--- src/rtl/bf2_bundle_pipe_if.sv ---
// rtl/bf2_bundle_pipe_if.sv - input/output beat handshake bundle for the butterfly pipe
interface bf2_bundle_pipe_if #(
  parameter int WIDTH = 15,
  parameter int LANES = 4
);
  logic                        in_valid;
  logic                        in_ready;
  logic                        in_scale;
  logic                        in_bypass;
  logic                        in_last;
  logic [LANES-1:0][WIDTH-1:0] din_R_1;
  logic [LANES-1:0][WIDTH-1:0] din_R_2;
  logic [LANES-1:0][WIDTH-1:0] din_Q_1;
  logic [LANES-1:0][WIDTH-1:0] din_Q_2;
  logic                        out_valid;
  logic                        out_ready;
  logic                        out_last;
  logic [LANES-1:0][WIDTH:0]   dout_R_add;
  logic [LANES-1:0][WIDTH:0]   dout_R_sub;
  logic [LANES-1:0][WIDTH:0]   dout_Q_add;
  logic [LANES-1:0][WIDTH:0]   dout_Q_sub;

  modport master (
    output in_valid, in_scale, in_bypass, in_last,
    output din_R_1, din_R_2, din_Q_1, din_Q_2,
    output out_ready,
    input  in_ready, out_valid, out_last,
    input  dout_R_add, dout_R_sub, dout_Q_add, dout_Q_sub
  );

  modport slave (
    input  in_valid, in_scale, in_bypass, in_last,
    input  din_R_1, din_R_2, din_Q_1, din_Q_2,
    input  out_ready,
    output in_ready, out_valid, out_last,
    output dout_R_add, dout_R_sub, dout_Q_add, dout_Q_sub
  );
endinterface

--- src/rtl/bf2_bundle_pipe.sv ---
// rtl/bf2_bundle_pipe.sv - radix-2 butterfly bundle with scale/bypass and main+skid output buffer
module bf2_bundle_pipe #(
  parameter int WIDTH = 15,
  parameter int LANES = 4
) (
  input  logic             clk,
  input  logic             rst,
  bf2_bundle_pipe_if.slave bus
);

  typedef logic [LANES-1:0][WIDTH:0] lane_vec_t;

  typedef struct packed {
    logic      last;
    lane_vec_t r_add;
    lane_vec_t r_sub;
    lane_vec_t q_add;
    lane_vec_t q_sub;
  } beat_t;

  localparam logic signed [WIDTH+1:0] RND = (WIDTH+2)'(1);

  // Two guard bits so the +1 rounding term can never overflow before the shift.
  function automatic logic [2*WIDTH+1:0] bfly(
    input logic [WIDTH-1:0] a,
    input logic [WIDTH-1:0] b,
    input logic             scale,
    input logic             bypass
  );
    logic signed [WIDTH+1:0] ax;
    logic signed [WIDTH+1:0] bx;
    logic signed [WIDTH+1:0] s;
    logic signed [WIDTH+1:0] d;
    ax = {{2{a[WIDTH-1]}}, a};
    bx = {{2{b[WIDTH-1]}}, b};
    s  = ax + bx;
    d  = ax - bx;
    if (scale) begin
      s = (s + RND) >>> 1;
      d = (d + RND) >>> 1;
    end
    if (bypass) begin
      return {ax[WIDTH:0], bx[WIDTH:0]};
    end
    return {s[WIDTH:0], d[WIDTH:0]};
  endfunction

  beat_t beat_in;
  beat_t m_q, m_d;
  beat_t s_q, s_d;
  logic  mv_q, mv_d;
  logic  sv_q, sv_d;
  logic  in_ready_q, in_ready_d;
  logic  accept;
  logic  drain;
  logic  m_free;

  always_comb begin
    beat_in      = '0;
    beat_in.last = bus.in_last;
    for (int l = 0; l < LANES; l++) begin
      {beat_in.r_add[l], beat_in.r_sub[l]} =
        bfly(bus.din_R_1[l], bus.din_R_2[l], bus.in_scale, bus.in_bypass);
      {beat_in.q_add[l], beat_in.q_sub[l]} =
        bfly(bus.din_Q_1[l], bus.din_Q_2[l], bus.in_scale, bus.in_bypass);
    end
  end

  assign accept = bus.in_valid & in_ready_q;
  assign drain  = mv_q & bus.out_ready;
  assign m_free = ~mv_q | drain;

  always_comb begin
    m_d  = m_q;
    s_d  = s_q;
    mv_d = mv_q;
    sv_d = sv_q;
    if (m_free) begin
      if (sv_q) begin
        // Skid content is older than any new beat, so it always goes first.
        m_d  = s_q;
        mv_d = 1'b1;
        if (accept) begin
          s_d = beat_in;
        end else begin
          sv_d = 1'b0;
        end
      end else if (accept) begin
        m_d  = beat_in;
        mv_d = 1'b1;
      end else begin
        mv_d = 1'b0;
      end
    end else if (accept) begin
      s_d  = beat_in;
      sv_d = 1'b1;
    end
    in_ready_d = ~sv_d;
  end

  always_ff @(posedge clk or posedge rst) begin
    if (rst) begin
      m_q        <= '0;
      s_q        <= '0;
      mv_q       <= 1'b0;
      sv_q       <= 1'b0;
      in_ready_q <= 1'b0;
    end else begin
      m_q        <= m_d;
      s_q        <= s_d;
      mv_q       <= mv_d;
      sv_q       <= sv_d;
      in_ready_q <= in_ready_d;
    end
  end

  assign bus.in_ready   = in_ready_q;
  assign bus.out_valid  = mv_q;
  assign bus.out_last   = m_q.last;
  assign bus.dout_R_add = m_q.r_add;
  assign bus.dout_R_sub = m_q.r_sub;
  assign bus.dout_Q_add = m_q.q_add;
  assign bus.dout_Q_sub = m_q.q_sub;

endmodule
--- src/flat_wrapper.sv ---
// flat-port wrapper written by rule: the top's interface ports become plain ports
module bf2_bundle_pipe_flat 
#(
  parameter int WIDTH = 15,
  parameter int LANES = 4
)
  (clk, rst, bus_in_valid, bus_in_scale, bus_in_bypass, bus_in_last, bus_din_R_1, bus_din_R_2, bus_din_Q_1, bus_din_Q_2, bus_out_ready, bus_in_ready, bus_out_valid, bus_out_last, bus_dout_R_add, bus_dout_R_sub, bus_dout_Q_add, bus_dout_Q_sub);
  bf2_bundle_pipe_if #(.WIDTH(WIDTH), .LANES(LANES)) bus_i ();
  input  logic clk;
  input  logic rst;
  input wire logic [$bits(bus_i.in_valid)-1:0] bus_in_valid;
  input wire logic [$bits(bus_i.in_scale)-1:0] bus_in_scale;
  input wire logic [$bits(bus_i.in_bypass)-1:0] bus_in_bypass;
  input wire logic [$bits(bus_i.in_last)-1:0] bus_in_last;
  input wire logic [$bits(bus_i.din_R_1)-1:0] bus_din_R_1;
  input wire logic [$bits(bus_i.din_R_2)-1:0] bus_din_R_2;
  input wire logic [$bits(bus_i.din_Q_1)-1:0] bus_din_Q_1;
  input wire logic [$bits(bus_i.din_Q_2)-1:0] bus_din_Q_2;
  input wire logic [$bits(bus_i.out_ready)-1:0] bus_out_ready;
  output wire logic [$bits(bus_i.in_ready)-1:0] bus_in_ready;
  output wire logic [$bits(bus_i.out_valid)-1:0] bus_out_valid;
  output wire logic [$bits(bus_i.out_last)-1:0] bus_out_last;
  output wire logic [$bits(bus_i.dout_R_add)-1:0] bus_dout_R_add;
  output wire logic [$bits(bus_i.dout_R_sub)-1:0] bus_dout_R_sub;
  output wire logic [$bits(bus_i.dout_Q_add)-1:0] bus_dout_Q_add;
  output wire logic [$bits(bus_i.dout_Q_sub)-1:0] bus_dout_Q_sub;
  assign bus_i.in_valid = bus_in_valid;
  assign bus_i.in_scale = bus_in_scale;
  assign bus_i.in_bypass = bus_in_bypass;
  assign bus_i.in_last = bus_in_last;
  assign bus_i.din_R_1 = bus_din_R_1;
  assign bus_i.din_R_2 = bus_din_R_2;
  assign bus_i.din_Q_1 = bus_din_Q_1;
  assign bus_i.din_Q_2 = bus_din_Q_2;
  assign bus_i.out_ready = bus_out_ready;
  assign bus_in_ready = bus_i.in_ready;
  assign bus_out_valid = bus_i.out_valid;
  assign bus_out_last = bus_i.out_last;
  assign bus_dout_R_add = bus_i.dout_R_add;
  assign bus_dout_R_sub = bus_i.dout_R_sub;
  assign bus_dout_Q_add = bus_i.dout_Q_add;
  assign bus_dout_Q_sub = bus_i.dout_Q_sub;
  bf2_bundle_pipe #(.WIDTH(WIDTH), .LANES(LANES)) u_core (.clk(clk), .rst(rst), .bus(bus_i));
endmodule
--- config.mk ---
export PLATFORM = sky130hd
export DESIGN_NAME = bf2_bundle_pipe_flat
export DESIGN_NICKNAME = d
export VERILOG_FILES = /design/src/rtl/bf2_bundle_pipe_if.sv /design/src/rtl/bf2_bundle_pipe.sv /design/src/flat_wrapper.sv
export SDC_FILE = /design/constraint.sdc
export NUM_CORES = 2
export LEC_CHECK = 0
export ABC_AREA = 1
export BUFFER_PORTS_ARGS = -buffer_cell sky130_fd_sc_hd__buf_2
export CORE_ASPECT_RATIO = 0.5
export CORE_MARGIN = 1
export CORE_UTILIZATION = 55
export DETAILED_ROUTE_END_ITERATION = 12
export PLACE_DENSITY = 0.78
export SLEW_MARGIN = 40
export SYNTH_ARGS = -nofsm -noshare
export SYNTH_HDL_FRONTEND = slang
export SYNTH_SLANG_ARGS = --single-unit
export TNS_END_PERCENT = 30
--- constraint.sdc ---
create_clock -name clk -period 16.1 [get_ports clk]
set_input_delay 2.415 -clock clk [delete_from_list [all_inputs] [get_ports clk]]
set_output_delay 2.415 -clock clk [all_outputs]
set_load 0.02 [all_outputs]
==> metrics.txt <==
CP Capture Type=flop; RSZ-0062 raised after global routing=false; Die ar.=0.08964 mm²; main flop type after synthesis=dfrtp_1; fmax=210.9 MHz; Pins Over Slew Limit=0; Final TNS setup=0 ns; Worst Skew=0.02313 ns; Leak=0.02882 µW; WL final=151.3 mm; unique cell type count in the Yosys netlist=53; first-pass GRT wire length=242.0 mm; most frequent cells in the layout=2675 x nand2_1, 841 x inv_1, 741 x nor2_1; Final setup violation count=0; I/O Buffers=505; Synth Area in Adders=0.07455; power density over cell area=139.7 mW/mm²; Final #Nets=8635; Num CTS Buffers=51; largest net degree at the start of global routing=143; post-synthesis mux area share=0; critical-path maximum fanout=101; drt pass-1 iters=6; CTS max path bufs=3; Die Height=212.2 µm; Total GRT Usage=0.3316; final count of hold timing violations=0; register area share after synthesis=0.2662; HPWL after DPL=114.1 mm; Yosys top cell area share=0.2662; Post-synth EDFFs=0; htree depth=2; async set-reset flop share out of synthesis=1.000; Post-CTS Setup Bufs=0; Crit path required time=16.66 ns; maximum VDD drop=0.1717 mV; Clock Sinks=517; status=complete, no violations; post-layout min period=4.742 ns; gr ovfl total=0; Synth area leader=dfrtp_1; CORE AREA=0.08682 mm²; post-route ant nets=0; commonest non-fill, non-tap cell in the layout=nand2_1; Worst setup SP type=input pin; layout cells sized above 1=0.1411; DR DRC count=0; critical path arrival=5.30 ns; routed len/inst=16.23 µm; YS warnings=0; Starting Density=0.5599; Least-Margin Pin Slew=0.8175 ns; Min Hold Slack=0.4728 ns; Avg Cell Area, Syn=6.165 µm²; Post-Syn Area=0.04861 mm²; register bit count reported by yosys=517; Vias/cell=5.421; row cnt=76; combinational family with the most area after synthesis=simple AND/OR/NAND/NOR gates; CTS root buf=clkbuf_16; DIE WIDTH=422.4 µm; Crit Path Class=input pin to flop; CTS tree=built; clk_lat worst skew=0.66 ns; clock transition at the registers of the reported paths=0.06 ns; Slew headroom=0.4550; Mapped Cells=7884; post-synthesis xor/xnor area fraction=0.009936; CTS resizes=0; initial antenna violation count=5; crit share post-route=0.2945; number of global-route vias before repair=46310; Synth Area in Simple Gates=0.4054; Vias=50540; Max Cap Viol=0; Placer Congestion=0.9892; IO Count=506; Worst Hold Class=flop to flop; syn nets=8411; hold buffer count at CTS=0; First DRT Iteration DRCs=4365; post-synthesis compound-gate area fraction=0.1333; Area contributors post-synth=dfrtp_1 27%, nand2_1 21%, ha_1 6.8%; P&R area growth vs syn=9.025%
## worst paths after layout
path	from	endpoint	slack, ns	depth (start not counted)
max reg2reg	u_core.sv_q$_DFF_PP0_	u_core.bus.dout_R_add[21]$_DFFE_PP0P_	12.58	8
min in group asynchronous	rst	u_core.bus.dout_R_add[30]$_DFFE_PP0P_	1.72	2
min	u_core.s_q[256]$_DFFE_PP0P_	u_core.s_q[256]$_DFFE_PP0P_	0.47	2
min reg2reg	u_core.s_q[256]$_DFFE_PP0P_	u_core.s_q[256]$_DFFE_PP0P_	0.47	2
max in group asynchronous	rst	u_core.s_q[108]$_DFFE_PP0P_	11.91	6
max	bus_out_ready	u_core.s_q[223]$_DFFE_PP0P_	11.36	9
## where the power goes
part	switching, µW	internal [µW]
Combinational	2660	1160
Sequential	342	1950
Clock	575	715
Total	3580	3830
## flip-flops by register name, summed over array words and instances, names as in the netlist
name / flops
u_core.bus.dout_Q_add: 64
u_core.bus.dout_Q_sub: 64
u_core.bus.dout_R_add: 64
u_core.bus.dout_R_sub: 64
u_core.bus.in_ready: 1
u_core.bus.out_last: 1
u_core.bus.out_valid: 1
u_core.s_q: 257
u_core.sv_q: 1
## metal layers
metal | global-route usage | up-vias | part of all wire
met5 | 0 | - | 0
met4 | 0.1418 | 0 | 0.047
met3 | 0.04270 | 325 | 0.061
met2 | 0.5487 | 1579 | 0.45
met1 | 0.4378 | 23150 | 0.44
li1 | - | 25490 | -
## cells in the mapped netlist, types with 20 or more instances
cell      instances
o211ai_1         47
buf_6            32
nand4_1          88
a31oi_1         120
nor2_4           43
o21ai_1         100
nand2_1        2676
buf_4            36
dfrtp_1         517
nand3_1         624
nor2_1          741
xor2_1           30
o21ai_0         447
o21bai_1         22
o21a_1           20
a21oi_2          30
inv_1           843
nand2_4          21
a21oi_1         321
inv_2            87
nand3_2          36
nor3_1           23
nand2_2         161
nor2_2           96
clkbuf_1        229
ha_1            264
buf_2            54
## logic make-up after synthesis
logic type,Yosys count
simple gates,4564
buf+inv,1312
compound gates,1164
flops,517
fa+ha+maj,280
xor+xnor,47
## cell type report
| cell class | count | area [µm²] |
|---|---|---|
| Fill cell | 8509 | 33820 |
| Antenna cell | 5 | 12.51 |
| Tap cell | 1170 | 1464 |
| Clock buffer | 72 | 1538 |
| Multi-Input combinational cell | 6055 | 30310 |
| Timing Repair Buffer | 541 | 2933 |
| Sequential cell | 517 | 12940 |
| Clock inverter | 21 | 211.5 |
| Inverter | 942 | 3586 |
## stage by stage
step	area, µm²	instances	worst slack, ns	total power (µW)	utilization
after CTS	52970	9318	11.46	7415	0.6101
after floorplan	48610	7884	6.663	4957	-
after detailed placement	51220	9225	10.78	6092	0.5899
after global placement	51100	9221	10.64	6009	0.5886
final	52990	9323	11.36	7405	0.6104
after global routing	52990	9323	11.12	7992	0.6104
## worst max-delay path: stages
cell,delay [ns]
buf_2,0.09
nor2_1,0.13
inv_1,0.13
a21oi_4,0.23
buf_4,0.66
buf_4,0.58
buf_6,0.59
nor2_1,0.10
a31oi_1,0.18
(Power assumes the default switching activity.)
